`config.mk`:
```
export PLATFORM = sky130hd
export DESIGN_NAME = comb_eval
export DESIGN_NICKNAME = d
export VERILOG_FILES = /design/src/rtl/comb_eval.sv
export SDC_FILE = /design/constraint.sdc
export NUM_CORES = 1
export LEC_CHECK = 0
export CORE_UTILIZATION = 30
export DETAILED_ROUTE_END_ITERATION = 7
export PLACE_DENSITY = 0.6
export RECOVER_POWER = 50
export SKIP_CTS_REPAIR_TIMING = 1
export SYNTH_ARGS = -nofsm -noshare
export SYNTH_HDL_FRONTEND = slang
export SYNTH_SLANG_ARGS = --single-unit
```
`constraint.sdc`:
```
create_clock -name clk -period 3.4 [get_ports clk]
set_input_delay 1.02 -clock clk [delete_from_list [all_inputs] [get_ports clk]]
set_output_delay 1.02 -clock clk [all_outputs]
set_load 0.01 [all_outputs]
```
`src/rtl/comb_eval.sv`:
```
// comb_eval: evaluates the four-input function F three ways (behavioural case,
// continuous SOP assignment, gate primitives) and cross-checks them. F is 1
// for n = 8a+4b+2c+d in {1,3,4,6,9,12,14,15}.
//
// Ports
//   clk         rising-edge clock for all registers
//   rst         synchronous active-high reset
//   a, b, c, d  function inputs (a is the MSB of n)
//   f_behavior  F from a procedural case statement
//   f_dataflow  F from one continuous SOP assignment
//   f_prim      F from not/and/or primitives
//   f_q         f_behavior registered (one cycle latency)
//   mismatch_q  registered disagreement flag between the three forms
//   err_cnt     saturating count of cycles with a disagreement
module comb_eval #(
   parameter int CNT_W = 8
) (
   input  logic             clk,
   input  logic             rst,
   input  logic             a,
   input  logic             b,
   input  logic             c,
   input  logic             d,
   output logic             f_behavior,
   output logic             f_dataflow,
   output logic             f_prim,
   output logic             f_q,
   output logic             mismatch_q,
   output logic [CNT_W-1:0] err_cnt
);

   localparam logic [CNT_W-1:0] CNT_MAX = '1;

   logic             r_f_q;
   logic             r_mismatch;
   logic [CNT_W-1:0] r_err_cnt;
   logic             w_mismatch;

   wire w_na, w_nb, w_nc, w_nd;
   wire w_p0, w_p1, w_p2, w_p3;
   wire w_prim;

   always_comb begin
      f_behavior = 1'b0;
      case ({a, b, c, d})
         4'd1, 4'd3, 4'd4, 4'd6, 4'd9, 4'd12, 4'd14, 4'd15: f_behavior = 1'b1;
         default: f_behavior = 1'b0;
      endcase
   end

   assign f_dataflow = (b & ~d) | (~a & ~b & d) | (~b & ~c & d) | (a & b & c);

   not u_na (w_na, a);
   not u_nb (w_nb, b);
   not u_nc (w_nc, c);
   not u_nd (w_nd, d);
   and u_p0 (w_p0, b, w_nd);
   and u_p1 (w_p1, w_na, w_nb, d);
   and u_p2 (w_p2, w_nb, w_nc, d);
   and u_p3 (w_p3, a, b, c);
   or  u_or (w_prim, w_p0, w_p1, w_p2, w_p3);

   assign f_prim = w_prim;

   assign w_mismatch = (f_behavior != f_dataflow) | (f_behavior != f_prim);

   // if/else rather than a direct load so an unknown mismatch term (X/Z on
   // the inputs) takes the else path: only a known disagreement sets the
   // flag or advances the counter.
   always_ff @(posedge clk) begin
      if (rst) begin
         r_f_q      <= 1'b0;
         r_mismatch <= 1'b0;
         r_err_cnt  <= '0;
      end else begin
         r_f_q <= f_behavior;
         if (w_mismatch) begin
            r_mismatch <= 1'b1;
            if (r_err_cnt != CNT_MAX) begin
               r_err_cnt <= r_err_cnt + CNT_W'(1);
            end
         end else begin
            r_mismatch <= 1'b0;
         end
      end
   end

   assign f_q        = r_f_q;
   assign mismatch_q = r_mismatch;
   assign err_cnt    = r_err_cnt;

endmodule

```
# == After elaboration in Yosys (flattened, before gate mapping) ==
# Memories as Yosys holds them, arrays and structs flattened.
# Cells that the tools add are included.
# totals
wordCells,29
mem_count,1
rom_bits,16
ff_bits,10
# classes
bitwise,15
addsub,1
mux,1
eq_ne,3
n_reduce_logical,5
# mem_list
memory,depth,width,read_ports,rd_ports_with_merged_regs,write_ports,line_no,text
(name not given),16,1,1,0,0,45,"case ({a, b, c, d})"
# op_table
cell,n
AND reduction 3 bit,3
adder 8 x 1 -> 8 bit (second input constant),1
!= test 8 bit (second input constant),1
AND 1 bit,7
inverter 1 bit,4
bitwise OR 1 bit,4
OR reduction 4 bit,1
!= test 1 bit,2
AND reduction 2 bit,1
2-to-1 mux 1 bit,1

# == Depth between registers and ports, before layout ==
# Gate-level depths: netlist (run 1).
# depth
ltp_word,9
ltp_mapped,7
mapped_depth_nobuf,6

# == Least setup slack after synthesis (run 1) ==
# Ideal clock, no wire load.
# synth_timing
path_kind,input to output
from,in b
to,out f_behavior
arrival_time_ns,1.946
path_buffers,1
cell_stages,5
path_slack_ns,0.434
cell_sequence,buf_2 inv_1 ha_1 nor2b_1 a21oi_1
# synth_between
elab_chain_cells,1
# synth_lines
item,line_no,text
start: declaration,21,"input logic b,"
memory read (16 x 1 bit),--,
end: declaration,24,"output logic f_behavior,"
# Every way passes these cells.

# == Final worst setup path (run 1) ==
# Same ends and word-level chain as after synthesis.

==> results.yml, run 1 <==
clocking:
  clock-root-buffer: "clkbuf_4"
  cts.reportedPaths.clkPinSlew_ns: 0.06
  cts_num_sinks: 10
  clockBufferDepth: 2
  cts_tree: "yes"
  insertion_delay_ns: 0.26
  numCtsBuffers: 3
  htree_levels: 1
finish:
  regArea_um2: 200
  stdcell_count: 130
  diodes: 0
  syn2layout_area_growth_pct: 40.0
  nets: 113
  multi_input_area_um2: 452
  layout-drive-gt1-share: 0.146
  fillers: 213
routing:
  drt_iter0_markers: 18
  drt-wirelength-per-cell_um: 10.7
  drcViolationCount: 0
  vias: 651
  routed_wl_mm: 1.40
  first_pass_iters: 4
  ant_nets: 0
  via_per_inst: 5.01
min_path:
  hp-class: "flip-flop to flip-flop"
sta:
  setup_violations: 0
  max_freq_mhz: 303
  hold_viol: 0
  grt_setup_unrepaired: "false"
  slew_viol_final: 0
  finalWorstSetupSlack_ns: 0.0991
  maxSlewHeadroom: 0.657
  finClkSkew_ns: 0.00124
  post-route-min-period_ns: 3.30
  fin_crit_sh: 0.971
  tightest_slew_ns: 0.512
  setup_tns_ns: 0
yosys:
  synth_warnings: 0
  seq_area_frac_synth: 0.298
  ys_seq_elements: 10
  synth.avg_cell_area_um2: 8.50
  synthCells: 79
  synth_cell_types: 27
  syn_area_um2: 672
  syn_nets: 87
pwr:
  power.density_mw_per_mm2: 304
  peakVddDrop_mv: 0.225
  static-leakage-power_uw: 0.000412
grt:
  globalRouteTotalUtil: 0.127
  grt_pass1_vias: 598
  grt_first_pass_wirelength_mm: 2.40
  grt_max_degree: 18
  antenna_found_initial: 0
  gr-total-overflow: 0
die:
  core-area_mm2: 0.00204
  fp.dieH_um: 49.3
  floorplan.initialDensity: 0.329
  io-pin-count: 19
  die_area_mm2: 0.00243
  die_w_um: 49.3
  num_rows: 16
placed_design:
  dp.final_hpwl_mm: 1.06
  gp_congestion: 0.770
  pre_cts_ws_ns: -0.337
  placedCellCount: 127
  io_buffers: 18
worst_setup_path:
  critPathKind: "input pin to output port"
  start_kind: "input pin"
  required_ns: 2.38
  end_kind: "output port"
  path_max_fanout: 2
  cp.arrival_ns: 2.28
status:
  status: "completed"
run:
  maxCapViolCount: 0
[sequential cells by signal, summed over array words and instances (netlist names)]
signal	cells
err_cnt	8
f_q	1
mismatch_q	1
[cell families (layout without fill, tap and decap cells)]
family / Yosys count / in the layout / synth area share
AO/OA/AOI/OAI: 18 / 18 / 0.184
XOR/XNOR: 3 / 3 / 0.0503
adder cells (fa/ha/maj): 2 / 2 / 0.0372
buffers and inverters: 6 / 30 / 0.0354
flip-flops: 10 / 10 / 0.298
multiplexers: 8 / 8 / 0.149
AND/OR/NAND/NOR: 32 / 32 / 0.246
[cells in the final DEF (no fill, tap or decap), drive strengths merged]
cell type	synthesis	final
inv	4	4
nor2	8	8
a21bo	1	1
dlymetal6s2s	0	2
a22oi	1	1
buf	1	5
clkbuf	1	4
mux2	6	6
nand3	3	3
a21oi	8	8
nor2b	9	9
nand4	2	2
nand2	5	5
dlygate4sd3	0	10
a211oi	4	4
o221ai	1	1
ha	2	2
xnor2	3	3
clkdlybuf4s50	0	5
o21ai	2	2
and3	1	1
nor3b	1	1
and2	1	1
a21o	1	1
nand2b	2	2
dfxtp	10	10
mux2i	2	2
[cells in the mapped netlist]
master | n | area [µm²]
and3_1 | 1 | 6.26
a21o_1 | 1 | 7.51
nand2_1 | 5 | 18.8
nand2b_1 | 2 | 12.5
a22oi_1 | 1 | 7.51
a211oi_1 | 4 | 30.0
o21ai_0 | 2 | 10.0
nor3b_1 | 1 | 7.51
nand4_1 | 2 | 12.5
dfxtp_1 | 10 | 200
ha_1 | 2 | 25.0
xnor2_2 | 1 | 16.3
a21oi_2 | 1 | 8.76
a21oi_1 | 7 | 35.0
mux2i_4 | 1 | 22.5
buf_2 | 1 | 5.00
inv_1 | 4 | 15.0
clkbuf_1 | 1 | 3.75
o221ai_2 | 1 | 15.0
mux2_1 | 6 | 67.6
nand3_1 | 3 | 15.0
nor2b_1 | 9 | 56.3
xnor2_1 | 2 | 17.5
and2_1 | 1 | 6.26
a21bo_2 | 1 | 10.0
mux2i_1 | 1 | 10.0
nor2_1 | 8 | 30.0
[critical path, cell delays in order]
cell             delay, ns
clkdlybuf4s50_1       0.47
inv_1                 0.05
ha_1                  0.30
nor2b_1               0.16
a21oi_2               0.14
clkbuf_2              0.15
[final timing paths]
path	from	endpoint	slack (ns)	cells past startpoint
max	b	f_behavior	0.1	6
min	err_cnt[1]$_SDFFE_PP0P_	err_cnt[1]$_SDFFE_PP0P_	0.51	2
max reg2reg	err_cnt[0]$_SDFFE_PP0P_	err_cnt[6]$_SDFFE_PP0P_	1.84	4
min reg2reg	err_cnt[1]$_SDFFE_PP0P_	err_cnt[1]$_SDFFE_PP0P_	0.51	2
[layout make-up]
type | instances | share of cell area
Tap cell | 27 | 0.0359
Timing Repair Buffer | 23 | 0.231
Sequential cell | 10 | 0.213
Multi-Input combinational cell | 63 | 0.480
Clock buffer | 3 | 0.0239
Inverter | 4 | 0.0160
[through the flow]
step | total power (µW) | utilization | area [µm²] | hold WS, ns
finish | 286 | 0.461 | 941 | 0.507
global placement | 211 | 0.448 | 915 | 0.496
CTS | 294 | 0.459 | 937 | 0.517
detailed placement | 212 | 0.448 | 915 | 0.503
floorplan | 173 | - | 672 | 0.515
global route | 303 | 0.461 | 941 | 0.561
[power breakdown]
part	switching, µW	total (µW)	leakage (µW)	internal, µW
registers	4.20	127	0.0000814	123
logic	36.1	77.7	0.000316	41.6
clock network	40.1	81.0	0.0000138	40.9
[layer usage]
layer,GRT usage,vias to the layer above,share of wire
met5,0,-,0
met4,0.0588,0,0.019
met3,0.0187,4,0.034
met2,0.221,15,0.48
met1,0.150,304,0.47
li1,-,328,-
Power figures use the tool's default switching activity.
==> run 2: changes to the inputs <==
Settings changed: CTS_CLUSTER_SIZE set to 25.
==> results of run 2 <==
The final DEF is identical to that of run 1; final timing and power are the same.
==> run 3: changes to the inputs <==
Settings changed: CTS_BUF_LIST set to sky130_fd_sc_hd__clkbuf_8.
==> run 3 against run 2 <==
Effect of this change:
- maximum frequency barely moved
- die area stayed put
- final cell count unchanged
- highest routed layer unchanged
- sequential cell count stayed put
- largest cell class unchanged
- largest power group unchanged
- final area increased by 2.0%
- non-clock buffer count did not move
- clock-buffer cell count stayed put
- sequential power is essentially flat
==> results.yml, run 3 (synthesis gave the netlist of run 1 again) <==
die:
  core-area_mm2: 0.00204
  num_rows: 16
  fp.dieH_um: 49.3
  floorplan.initialDensity: 0.329
  die_w_um: 49.3
  io-pin-count: 19
  die_area_mm2: 0.00243
pwr:
  peakVddDrop_mv: 0.262
  static-leakage-power_uw: 0.000419
  power.density_mw_per_mm2: 339
placed_design:
  placedCellCount: 127
  pre_cts_ws_ns: -0.337
  dp.final_hpwl_mm: 1.06
  io_buffers: 18
  gp_congestion: 0.770
clocking:
  htree_levels: 1
  clock-root-buffer: "clkbuf_8"
  cts.reportedPaths.clkPinSlew_ns: 0.05
  clockBufferDepth: 2
  cts_tree: "yes"
  insertion_delay_ns: 0.23
  cts_num_sinks: 10
  numCtsBuffers: 3
grt:
  gr-total-overflow: 0
  globalRouteTotalUtil: 0.129
  grt_pass1_vias: 602
  grt_first_pass_wirelength_mm: 2.43
  antenna_found_initial: 0
  grt_max_degree: 18
routing:
  vias: 643
  met2WireLength_um: 695
  top_layer: "met4"
  via_per_inst: 4.95
  drcViolationCount: 0
  drt_iter0_markers: 8
  ant_nets: 0
  routed_wl_mm: 1.41
  wl_met3_um: 34
  first_pass_iters: 4
  drt-wirelength-per-cell_um: 10.9
  met1_length_um: 672
worst_setup_path:
  start_kind: "input pin"
  critPathKind: "input pin to output port"
  path_max_fanout: 2
  startpoint: "b"
  cp.arrival_ns: 2.28
  timing.rr.start: "err_cnt[0]$_SDFFE_PP0P_"
  regToRegSetupSlack_ns: 1.85
  required_ns: 2.38
  end_kind: "output port"
finish:
  largest_reg_flops: 8
  diodes: 0
  layout-drive-gt1-share: 0.146
  stdcell_count: 130
  final_cell_mix: "dfxtp_1, dlygate4sd3_1, nor2b_1"
  syn2layout_area_growth_pct: 42.8
  nets: 113
min_path:
  worstHoldStart: "err_cnt[1]$_SDFFE_PP0P_"
  hp-class: "flip-flop to flip-flop"
sta:
  hold_viol: 0
  grt_setup_unrepaired: "false"
  finalWorstSetupSlack_ns: 0.0994
  max_freq_mhz: 303
  finClkSkew_ns: 0.00196
  setup_violations: 0
  worst_hold_slack_ns: 0.502
  fin_crit_sh: 0.971
  setup_tns_ns: 0
  tightest_slew_ns: 0.535
  post-route-min-period_ns: 3.30
  maxSlewHeadroom: 0.642
  slew_viol_final: 0
run:
  maxCapViolCount: 0
status:
  status: "completed"
==> run 3: path summary, 6_finish.rpt <==
path | to | cells after the start
worst min-delay path | err_cnt[1]$_SDFFE_PP0P_ | 2
worst max register to register | err_cnt[6]$_SDFFE_PP0P_ | 4
worst min register to register | err_cnt[1]$_SDFFE_PP0P_ | 2
worst max-delay path | f_behavior | 6
==> run 3: per-layer routing <==
metal	up-vias	GRT usage
li1	326	-
met1	305	0.152
met2	10	0.221
met3	2	0.0280
met4	0	0.0588
met5	-	0
==> run 3: through the flow <==
stage | total power (µW) | utilization | area (µm²)
after global routing | 346 | 0.470 | 960
after global placement | 211 | 0.448 | 915
after floorplan | 173 | - | 672
after detailed placement | 212 | 0.448 | 915
after CTS | 335 | 0.468 | 956
final | 325 | 0.470 | 960
==> run 3: power by group <==
group	switching (µW)	internal, µW
clock	42.9	77.2
sequential	4.20	123
combinational	36.1	41.6
==> run 3: area by class of cell <==
class,instances,area (µm²)
well taps,27,33.8
clock buffers,3,41.3
repair buffers,23,218
inverters,4,15.0
flip-flops and latches,10,200
multi-input cells,63,452
fillers,210,1080
==> run 3: critical path: stages <==
cell,delay (ns)
clkdlybuf4s50_1,0.47
inv_1,0.05
ha_1,0.30
nor2b_1,0.16
a21oi_2,0.14
clkbuf_2,0.15
